`config.mk`:
```
export PLATFORM = sky130hd
export DESIGN_NAME = rf_writeback_arbiter_flat
export DESIGN_NICKNAME = d
export VERILOG_FILES = /design/src/rtl/rf_writeback_arbiter_if.sv /design/src/rtl/rf_writeback_arbiter.sv /design/src/flat_wrapper.sv
export SDC_FILE = /design/constraint.sdc
export NUM_CORES = 1
export LEC_CHECK = 0
export CAP_MARGIN = 10
export CELL_PAD_IN_SITES_DETAIL_PLACEMENT = 0
export CELL_PAD_IN_SITES_GLOBAL_PLACEMENT = 1
export CORE_MARGIN = 4
export CORE_UTILIZATION = 30
export CTS_CLUSTER_SIZE = 40
export DETAILED_ROUTE_END_ITERATION = 8
export MAX_ROUTING_LAYER = met4
export PLACE_DENSITY = 0.82
export SETUP_SLACK_MARGIN = 0.5
export SYNTH_ARGS = -nofsm -noshare
export SYNTH_HDL_FRONTEND = slang
export SYNTH_SLANG_ARGS = --single-unit
export TNS_END_PERCENT = 100
```
`constraint.sdc`:
```
create_clock -name clk_i -period 2.7 [get_ports clk_i]
set_input_delay 0.81 -clock clk_i [delete_from_list [all_inputs] [get_ports clk_i]]
set_output_delay 0.81 -clock clk_i [all_outputs]
set_load 0.01 [all_outputs]
```
`src/rtl/rf_writeback_arbiter_if.sv`:
```
// Writeback/issue bundle between the execute/memory/decode stages and the
// register file writeback arbiter.
interface rf_writeback_arbiter_if #(
    parameter int XLEN           = 32,
    parameter int REG_ADDR_WIDTH = 5
);
  logic                      issue_valid_i;
  logic [REG_ADDR_WIDTH-1:0] issue_rd_i;
  logic                      issue_ready_o;
  logic [REG_ADDR_WIDTH-1:0] rs1_addr_i;
  logic [REG_ADDR_WIDTH-1:0] rs2_addr_i;
  logic                      rs1_busy_o;
  logic                      rs2_busy_o;
  logic                      req0_valid_i;
  logic [REG_ADDR_WIDTH-1:0] req0_addr_i;
  logic [XLEN-1:0]           req0_data_i;
  logic                      req0_ready_o;
  logic                      req1_valid_i;
  logic [REG_ADDR_WIDTH-1:0] req1_addr_i;
  logic [XLEN-1:0]           req1_data_i;
  logic                      req1_ready_o;
  logic                      rf_write_enable_o;
  logic [REG_ADDR_WIDTH-1:0] rf_write_address_o;
  logic [XLEN-1:0]           rf_write_data_o;

  modport master (
    output issue_valid_i, issue_rd_i, rs1_addr_i, rs2_addr_i,
    output req0_valid_i, req0_addr_i, req0_data_i,
    output req1_valid_i, req1_addr_i, req1_data_i,
    input  issue_ready_o, rs1_busy_o, rs2_busy_o, req0_ready_o, req1_ready_o,
    input  rf_write_enable_o, rf_write_address_o, rf_write_data_o
  );

  modport slave (
    input  issue_valid_i, issue_rd_i, rs1_addr_i, rs2_addr_i,
    input  req0_valid_i, req0_addr_i, req0_data_i,
    input  req1_valid_i, req1_addr_i, req1_data_i,
    output issue_ready_o, rs1_busy_o, rs2_busy_o, req0_ready_o, req1_ready_o,
    output rf_write_enable_o, rf_write_address_o, rf_write_data_o
  );
endinterface

```
`src/rtl/rf_writeback_arbiter.sv`:
```
// Round-robin arbiter for the single register-file write port (ALU = req0,
// load unit = req1) with a per-register pending-write scoreboard for decode.
module rf_writeback_arbiter #(
    parameter int XLEN           = 32,
    parameter int REG_ADDR_WIDTH = 5
) (
    input logic                  clk_i,
    input logic                  rst_i,
    rf_writeback_arbiter_if.slave wb
);
  localparam int NUM_REGS = 1 << REG_ADDR_WIDTH;

  logic [NUM_REGS-1:0]       pending_reg;
  logic [NUM_REGS-1:0]       pending_next;
  logic                      ptr_reg;
  logic                      wr_en_reg;
  logic [REG_ADDR_WIDTH-1:0] wr_addr_reg;
  logic [XLEN-1:0]           wr_data_reg;

  logic                      grant0;
  logic                      grant1;
  logic                      xfer;
  logic                      issue_accept;
  logic [REG_ADDR_WIDTH-1:0] sel_addr;
  logic [XLEN-1:0]           sel_data;

  // Pointer only matters under contention; a lone requester always wins.
  assign grant0 = ~rst_i & wb.req0_valid_i & (~wb.req1_valid_i | ~ptr_reg);
  assign grant1 = ~rst_i & wb.req1_valid_i & (~wb.req0_valid_i |  ptr_reg);
  assign xfer   = grant0 | grant1;

  assign sel_addr = grant1 ? wb.req1_addr_i : wb.req0_addr_i;
  assign sel_data = grant1 ? wb.req1_data_i : wb.req0_data_i;

  assign wb.req0_ready_o = grant0;
  assign wb.req1_ready_o = grant1;

  assign wb.issue_ready_o = ~rst_i & ~pending_reg[wb.issue_rd_i];
  assign issue_accept     = wb.issue_valid_i & wb.issue_ready_o;

  assign wb.rs1_busy_o = pending_reg[wb.rs1_addr_i];
  assign wb.rs2_busy_o = pending_reg[wb.rs2_addr_i];

  assign wb.rf_write_enable_o  = wr_en_reg;
  assign wb.rf_write_address_o = wr_addr_reg;
  assign wb.rf_write_data_o    = wr_data_reg;

  // A new issue to a register beats the retiring write to that register.
  generate
    for (genvar gi = 0; gi < NUM_REGS; gi++) begin : g_pending
      if (gi == 0) begin : g_zero
        assign pending_next[gi] = 1'b0;
      end else begin : g_reg
        assign pending_next[gi] =
            (issue_accept && wb.issue_rd_i == REG_ADDR_WIDTH'(gi)) ||
            (pending_reg[gi] && !(wr_en_reg && wr_addr_reg == REG_ADDR_WIDTH'(gi)));
      end
    end
  endgenerate

  always_ff @(posedge clk_i) begin
    if (rst_i) begin
      pending_reg <= '0;
      ptr_reg     <= 1'b0;
      wr_en_reg   <= 1'b0;
      wr_addr_reg <= '0;
      wr_data_reg <= '0;
    end else begin
      pending_reg <= pending_next;
      wr_en_reg   <= xfer && (sel_addr != '0);
      if (xfer) begin
        ptr_reg     <= grant0;
        wr_addr_reg <= sel_addr;
        wr_data_reg <= sel_data;
      end
    end
  end
endmodule

```
`src/flat_wrapper.sv`:
```
// flat-port wrapper written by rule: the top's interface ports become plain ports
module rf_writeback_arbiter_flat 
#(
    parameter int XLEN           = 32,
    parameter int REG_ADDR_WIDTH = 5
)
  (clk_i, rst_i, wb_issue_valid_i, wb_issue_rd_i, wb_rs1_addr_i, wb_rs2_addr_i, wb_req0_valid_i, wb_req0_addr_i, wb_req0_data_i, wb_req1_valid_i, wb_req1_addr_i, wb_req1_data_i, wb_issue_ready_o, wb_rs1_busy_o, wb_rs2_busy_o, wb_req0_ready_o, wb_req1_ready_o, wb_rf_write_enable_o, wb_rf_write_address_o, wb_rf_write_data_o);
  rf_writeback_arbiter_if #(.XLEN(XLEN), .REG_ADDR_WIDTH(REG_ADDR_WIDTH)) wb_i ();
  input logic clk_i;
  input logic rst_i;
  input wire logic [$bits(wb_i.issue_valid_i)-1:0] wb_issue_valid_i;
  input wire logic [$bits(wb_i.issue_rd_i)-1:0] wb_issue_rd_i;
  input wire logic [$bits(wb_i.rs1_addr_i)-1:0] wb_rs1_addr_i;
  input wire logic [$bits(wb_i.rs2_addr_i)-1:0] wb_rs2_addr_i;
  input wire logic [$bits(wb_i.req0_valid_i)-1:0] wb_req0_valid_i;
  input wire logic [$bits(wb_i.req0_addr_i)-1:0] wb_req0_addr_i;
  input wire logic [$bits(wb_i.req0_data_i)-1:0] wb_req0_data_i;
  input wire logic [$bits(wb_i.req1_valid_i)-1:0] wb_req1_valid_i;
  input wire logic [$bits(wb_i.req1_addr_i)-1:0] wb_req1_addr_i;
  input wire logic [$bits(wb_i.req1_data_i)-1:0] wb_req1_data_i;
  output wire logic [$bits(wb_i.issue_ready_o)-1:0] wb_issue_ready_o;
  output wire logic [$bits(wb_i.rs1_busy_o)-1:0] wb_rs1_busy_o;
  output wire logic [$bits(wb_i.rs2_busy_o)-1:0] wb_rs2_busy_o;
  output wire logic [$bits(wb_i.req0_ready_o)-1:0] wb_req0_ready_o;
  output wire logic [$bits(wb_i.req1_ready_o)-1:0] wb_req1_ready_o;
  output wire logic [$bits(wb_i.rf_write_enable_o)-1:0] wb_rf_write_enable_o;
  output wire logic [$bits(wb_i.rf_write_address_o)-1:0] wb_rf_write_address_o;
  output wire logic [$bits(wb_i.rf_write_data_o)-1:0] wb_rf_write_data_o;
  assign wb_i.issue_valid_i = wb_issue_valid_i;
  assign wb_i.issue_rd_i = wb_issue_rd_i;
  assign wb_i.rs1_addr_i = wb_rs1_addr_i;
  assign wb_i.rs2_addr_i = wb_rs2_addr_i;
  assign wb_i.req0_valid_i = wb_req0_valid_i;
  assign wb_i.req0_addr_i = wb_req0_addr_i;
  assign wb_i.req0_data_i = wb_req0_data_i;
  assign wb_i.req1_valid_i = wb_req1_valid_i;
  assign wb_i.req1_addr_i = wb_req1_addr_i;
  assign wb_i.req1_data_i = wb_req1_data_i;
  assign wb_issue_ready_o = wb_i.issue_ready_o;
  assign wb_rs1_busy_o = wb_i.rs1_busy_o;
  assign wb_rs2_busy_o = wb_i.rs2_busy_o;
  assign wb_req0_ready_o = wb_i.req0_ready_o;
  assign wb_req1_ready_o = wb_i.req1_ready_o;
  assign wb_rf_write_enable_o = wb_i.rf_write_enable_o;
  assign wb_rf_write_address_o = wb_i.rf_write_address_o;
  assign wb_rf_write_data_o = wb_i.rf_write_data_o;
  rf_writeback_arbiter #(.XLEN(XLEN), .REG_ADDR_WIDTH(REG_ADDR_WIDTH)) u_core (.clk_i(clk_i), .rst_i(rst_i), .wb(wb_i));
endmodule
```
==> impl_metrics.py, run 1 <==
metrics = {
    "outcome": {
        "outcome": "finished with violations",
        "violations": "negative setup slack",
    },
    "floorplan": {
        "die_h_microns": 124,
        "die_width_microns": 124,
        "start_util_pct": 30.6,
        "coreArea_sq_um": 13200,
        "placementRows": 42,
        "die-area_sq_um": 15400,
        "ios": 137,
    },
    "sta": {
        "rsz0062_at_grt": "yes",
        "worst_pin_slew_ps": 722,
        "fmax_ghz": 0.335,
        "setup_viol": 3,
        "relSlewSlack_pct": 51.2,
        "fin_skew_ps": 8.48,
        "fin_ws_ps": -289,
        "hold_viol": 0,
        "post-route-min-period_ps": 2990,
        "whs_ps": 483,
        "finalMaxSlewViolations": 0,
        "timing.final.crit_share_pct": 111,
        "tns_ps": -651,
    },
    "global_routing": {
        "antenna_found_initial": 0,
        "overflow": 0,
        "grt_max_degree": 76,
        "grt_pass1_wl_microns": 23100,
        "grt_usage_pct": 20.1,
        "grt_pass1_vias": 4464,
    },
    "power": {
        "combPwrFrac_pct": 20.7,
        "total_power_uw": 3040,
        "pwr-share-clk_pct": 41.9,
        "power.leakage_uw": 0.00227,
        "internal_power_uw": 2280,
        "powerDensity_nw_per_um2": 483,
        "power_frac_seq_pct": 37.4,
        "p_sw_share_pct": 25.2,
        "ir_drop_uv": 268,
        "switchingPower_uw": 768,
    },
    "setup_path": {
        "end_kind": "primary output",
        "cp_max_fo": 5,
        "crit_type": "in2out",
        "r2r_start": "u_core.ptr_reg",
        "crit_slowest_cell": "mux4_2",
        "crit_start": "wb_issue_rd_i[1]",
        "cpPeakStageDelay_ps": 490,
        "path_cells": "clkdlybuf4s15_2 > buf_6 > mux4_2 > mux2i_1 > nand4b_1 > nand3_1 > buf_2",
        "cp.arrival_ps": 2180,
        "ff2ff_path_depth": 6,
        "r2r_slack_ps": 990,
        "r2r-end": "u_core.wb.rf_write_data_o[26]",
        "worst_setup_path_start_kind": "input pin",
        "crit_required_ps": 1890,
    },
    "synthesis": {
        "synthMuxAreaShare_pct": 15.0,
        "synth-seq-cells": 70,
        "synth_area_leaders": "dfxtp_1 35%, mux4_2 10%, nand2_1 8.8%",
        "synth-simple-area-share_pct": 26.1,
        "ys_async_sr_fraction_pct": 0,
        "synth_xor_area_share_pct": 0,
        "synth_compound_area_share_pct": 19.1,
        "syn_avg_cell_area_sq_um": 8.42,
        "synth_top_family_by_area": "simple AND/OR/NAND/NOR gates",
        "yosysSeqAreaShare_pct": 34.6,
        "yosys.area.top_type": "dfxtp_1",
        "synth-adder-area-share_pct": 0,
        "yosysUniqueCellTypes": 45,
        "synthFlopType": "dfxtp_1",
        "synth_area_sq_um": 4050,
        "synth_edf_count": 0,
        "synth_warnings": 0,
        "netlist_instances": 481,
        "yosysTopAreaCellShare_pct": 34.6,
        "synth_fp_nets": 575,
    },
    "detailed_routing": {
        "initialDrtViolationCount": 206,
        "via_per_inst": 5.34,
        "drt_wl_total_microns": 14700,
        "wl_per_cell_microns": 18.0,
        "drtPass1Iterations": 4,
        "drc": 0,
        "num_vias": 4343,
        "drtAntennaViolNets": 0,
    },
    "placement": {
        "gp_congestion": 0.989,
        "placed_cell_area_sq_um": 5800,
        "place_hpwl_microns": 11100,
        "io_buffers": 136,
    },
    "worst_hold_path": {
        "holdPathStages": 2,
        "worstHoldStart": "u_core.wb.rf_write_data_o[16]",
        "worst_hold_path.endpoint": "u_core.wb.rf_write_data_o[16]",
        "hp-class": "reg2reg",
    },
    "cts": {
        "clk_pin_slew_worst_paths_ps": 60,
        "cts_root_buffer": "clkbuf_16",
        "htreeDepth": 3,
        "cts.sinks": 70,
        "cts_buffers": 9,
        "cts_tree": "yes",
        "insertion_delay_ps": 330,
        "cts_buffer_depth": 2,
    },
    "cells_and_area": {
        "fill_cells": 1281,
        "diodes": 0,
        "final_util_pct": 47.6,
        "area_growth_pct": 55.8,
        "layout-drive-gt1-share_pct": 20.8,
        "largest_reg_flops": 32,
        "fin_nets": 728,
        "final_cell_area_sq_um": 6310,
    },
    "run": {
        "cap_violations": 0,
    },
}
## Yosys cell counts, types with 3 or more instances
| master | number |
|---|---|
| a21oi_1 | 21 |
| nor3_2 | 3 |
| mux4_2 | 18 |
| nor2b_1 | 11 |
| clkbuf_1 | 16 |
| or2_2 | 4 |
| nand2b_1 | 8 |
| buf_1 | 10 |
| o2111ai_1 | 3 |
| a311oi_1 | 31 |
| nand4b_1 | 3 |
| dfxtp_1 | 70 |
| nand2_1 | 95 |
| a31oi_1 | 8 |
| mux2i_1 | 7 |
| buf_2 | 13 |
| nor4bb_1 | 3 |
| inv_1 | 6 |
| o21ai_1 | 3 |
| nand3b_1 | 18 |
| o21ai_0 | 33 |
| nand3_1 | 11 |
| nor3_1 | 3 |
| nor2_1 | 42 |
| mux2_2 | 7 |
| a221oi_1 | 4 |
## cell type report
| cell class | count | area [sq um] | share of cell area, % |
|---|---|---|---|
| repair buffers | 183 | 1810 | 28.7 |
| inverters | 6 | 22.5 | 0.357 |
| clock buffers | 10 | 239 | 3.79 |
| clock inverters | 5 | 83.8 | 1.33 |
| flip-flops and latches | 70 | 1410 | 22.4 |
| multi-input cells | 364 | 2520 | 39.9 |
| well taps | 176 | 220 | 3.49 |
## repair_timing
action / in CTS / in global routing
gates cloned: 2 / 0
resized for setup: 88 / 11
pin swaps: 10 / 8
setup buffers: 6 / 1
hold endpoints to repair: 0 / 0
hold buffers: 0 / 0
setup endpoints to repair: 71 / 14
## routing by layer
layer | part of all wire (%) | up-vias | track usage [%]
met5 | 0 | - | -
met4 | 2.5 | 0 | 7.12
met3 | 8.6 | 24 | 5.40
met2 | 47 | 194 | 32.3
met1 | 42 | 2056 | 24.4
li1 | - | 2069 | -
## power by group through the flow
stage	registers (uW)	clock network (uW)	logic, uW
detailed placement	1160	0	608
finish	1140	1280	630
CTS	1140	1300	628
global placement	1160	0	604
global route	1150	1340	680
floorplan	1170	0	251
## worst max-delay path: cells and delay by family
kind | cells | cell delay [ps]
multiplexers | 2 | 630
AND/OR/NAND/NOR | 2 | 230
buffers and inverters | 3 | 510
## kinds of logic after synthesis
group	count (synthesis)
simple gates	215
compound gates	115
flops	70
buf+inv	47
mux	34
## placed cells by master, fill, tap and decap left out, drive strengths merged, types with 3 or more instances in the layout
cell type	count
a21oi	21
a221oi	4
a311oi	31
a31oi	8
buf	57
clkbuf	10
clkdlybuf4s15	4
clkdlybuf4s50	116
dfxtp	70
dlygate4sd2	3
inv	6
mux2	7
mux2i	7
mux4	20
nand2	95
nand2b	8
nand3	11
nand3b	18
nand4b	3
nor2	43
nor2b	11
nor3	6
nor4bb	3
o2111ai	3
o21ai	36
o31ai	4
or2	4
## how the worst max path moves through the flow
| stage | end | slack [ps] | cells past startpoint |
|---|---|---|---|
| after global placement | wb_issue_ready_o | -1080 | 7 |
| after detailed placement | wb_issue_ready_o | -1100 | 7 |
| after floorplan | wb_issue_ready_o | 20 | 5 |
| after global routing | wb_issue_ready_o | -350 | 7 |
| final | wb_issue_ready_o | -290 | 7 |
| after CTS | wb_issue_ready_o | -250 | 7 |
## stage by stage
stage                     std cells  worst slack, ps
after CTS                       813             -253
final                           814             -289
after detailed placement        790            -1100
after global placement          790            -1080
after floorplan                 481             20.5
after global routing            814             -347
(Power assumes the default switching activity.)
==> run 2: changes to the inputs <==
CORE_UTILIZATION = 33   (was 30)
PLACE_DENSITY = 0.85   (was 0.82)
clock period = 3.1 ns   (was 2.7 ns; I/O delays follow)
==> run 2 against run 1 <==
Net effect:
- the flow still finishes with violations (negative setup slack)
- flip-flop and latch count is the same
- clock skew shrank 1.5 ps
- power shrank 18%
- global-route usage grew 1.2 points
- wire length shrank 0.23%
- via count grew 1.4%
- design area shrank 0.77%
- die area shrank 8.5%
- core utilization grew 4.5 points
- largest power group is now registers
- highest routed layer unchanged
==> impl_metrics.py, run 2 (synthesized netlist as in run 1, its figures left out) <==
metrics = {
    "placement": {
        "dp_slack_ps": -965,
        "gp_congestion": 0.959,
        "io_buffers": 136,
        "place_hpwl_microns": 10900,
    },
    "cells_and_area": {
        "final_cell_mix": "119 x clkdlybuf4s50_1, 92 x nand2_1, 70 x dfxtp_1",
        "mostFrequentLayoutCell": "clkdlybuf4s50_1",
        "multi_input_area_sq_um": 2530,
        "seqCellArea_sq_um": 1400,
        "fin_nets": 736,
        "final_util_pct": 52.1,
        "largest_reg_flops": 32,
        "layout-drive-gt1-share_pct": 21.3,
        "fill_cells": 1090,
        "area_growth_pct": 54.6,
    },
    "detailed_routing": {
        "num_vias": 4404,
        "drc": 0,
        "via_per_inst": 5.53,
        "drt_wl_total_microns": 14600,
        "initialDrtViolationCount": 221,
        "drtAntennaViolNets": 0,
        "wl_per_cell_microns": 18.4,
        "drtPass1Iterations": 5,
    },
    "sta": {
        "rsz0062_at_grt": "yes",
        "timing.final.crit_share_pct": 103,
        "finalMaxSlewViolations": 0,
        "fin_ws_ps": -91.3,
        "fmax_ghz": 0.313,
        "worst_pin_slew_ps": 729,
        "fin_skew_ps": 6.99,
        "setup_viol": 3,
        "hold_viol": 0,
        "post-route-min-period_ps": 3190,
        "relSlewSlack_pct": 51.4,
    },
    "setup_path": {
        "crit_slowest_cell": "bufbuf_16",
        "crit_required_ps": 2170,
        "crit_type": "in2out",
        "cpPeakStageDelay_ps": 270,
        "path_cells": "buf_2 > bufbuf_16 > buf_6 > mux4_2 > nor2b_1 > o31ai_1 > nand3_1 > buf_2",
        "r2r_start": "u_core.ptr_reg",
        "path_delay_family": "buffers and inverters",
        "crit_start": "wb_issue_rd_i[1]",
        "r2r_slack_ps": 1150,
        "worst_setup_path_start_kind": "input pin",
        "end_kind": "primary output",
        "crit_top_cell": "buf_2",
        "crit_buf_inv": 4,
        "cp.arrival_ps": 2260,
        "cp_max_fo": 8,
    },
    "floorplan": {
        "coreArea_sq_um": 12000,
        "die-area_sq_um": 14100,
        "die_h_microns": 119,
        "ios": 137,
        "placementRows": 40,
        "start_util_pct": 33.7,
        "die_width_microns": 119,
    },
    "cts": {
        "insertion_delay_ps": 340,
        "cts_buffer_depth": 2,
        "htreeDepth": 3,
        "cts.sinks": 70,
        "clk_pin_slew_worst_paths_ps": 60,
        "cts_root_buffer": "clkbuf_16",
        "cts_tree": "yes",
        "cts_buffers": 9,
    },
    "run": {
        "cap_violations": 0,
    },
    "outcome": {
        "outcome": "finished with violations",
        "violations": "negative setup slack",
    },
    "global_routing": {
        "grt_pass1_wl_microns": 23100,
        "overflow": 0,
        "antenna_found_initial": 2,
        "grt_max_degree": 76,
        "grt_usage_pct": 21.4,
        "grt_pass1_vias": 4460,
    },
    "worst_hold_path": {
        "worstHoldStart": "u_core.wb.rf_write_data_o[2]",
        "hp-class": "reg2reg",
    },
    "power": {
        "power.leakage_uw": 0.00225,
        "powerDensity_nw_per_um2": 399,
        "ir_drop_uv": 303,
    },
}
-- run 2: cell types whose count changed in the layout (fill, tap and decap cells not counted), moves of 3 or more --
cell             previous run  this run
clkdlybuf4s15_2             4         0
buf_4                      36        44
dfxtp_1                    67        70
clkdlybuf4s50_1           116       119
-- run 2: final timing paths --
path                                  end  cells past startpoint
max reg2reg  u_core.wb.rf_write_data_o[7]                     11
min reg2reg  u_core.wb.rf_write_data_o[2]                      2
min          u_core.wb.rf_write_data_o[2]                      2
max                      wb_issue_ready_o                      8
-- run 2: routing by layer --
| metal | up-vias | global-route usage (%) | share of wire [%] |
|---|---|---|---|
| met5 | - | - | 0 |
| met4 | 0 | 7.53 | 2.5 |
| met3 | 24 | 6.75 | 8.8 |
| met2 | 191 | 35.5 | 49 |
| met1 | 2088 | 24.3 | 40 |
| li1 | 2101 | - | - |
-- run 2: final cells by class --
class | count | area share (%)
inverters | 6 | 0.360
clock buffers | 9 | 3.60
well taps | 147 | 2.94
multi-input cells | 364 | 40.5
clock inverters | 7 | 0.820
repair buffers | 191 | 29.3
flip-flops and latches | 70 | 22.4
diodes | 2 | 0.0800
-- run 2: worst register-to-register path, stage by stage, from the launching register on --
cell      delay (ps)
dfxtp_1          340
a21oi_4          160
nand2_2           80
buf_4            130
buf_4            120
buf_4            120
buf_4            120
buf_4            120
buf_4            120
buf_4            260
nand2_1          130
a311oi_1         100
-- run 2: timing repair --
item                                    CTS  global route
pin swaps                                13             6
cloned                                    1             0
buffers inserted                         18             1
hold buffers                              0             0
resized for setup                        73            10
endpoints found under the setup margin   11            14
-- run 2: power by group --
group	internal (uW)	switching (uW)
Clock	541	408
Combinational	316	242
Sequential	949	39.9
-- run 2: through the flow --
stage / setup TNS [ps] / total power [uW] / std cells / hold slack (ps) / area (sq um)
CTS: -170 / 2510 / 793 / 485 / 6210
global placement: -2770 / 1530 / 758 / 459 / 5730
global route: -260 / 2600 / 796 / 495 / 6260
finish: -104 / 2500 / 796 / 481 / 6260
floorplan: 0 / 1230 / 481 / 454 / 4140
detailed placement: -2850 / 1530 / 758 / 467 / 5730
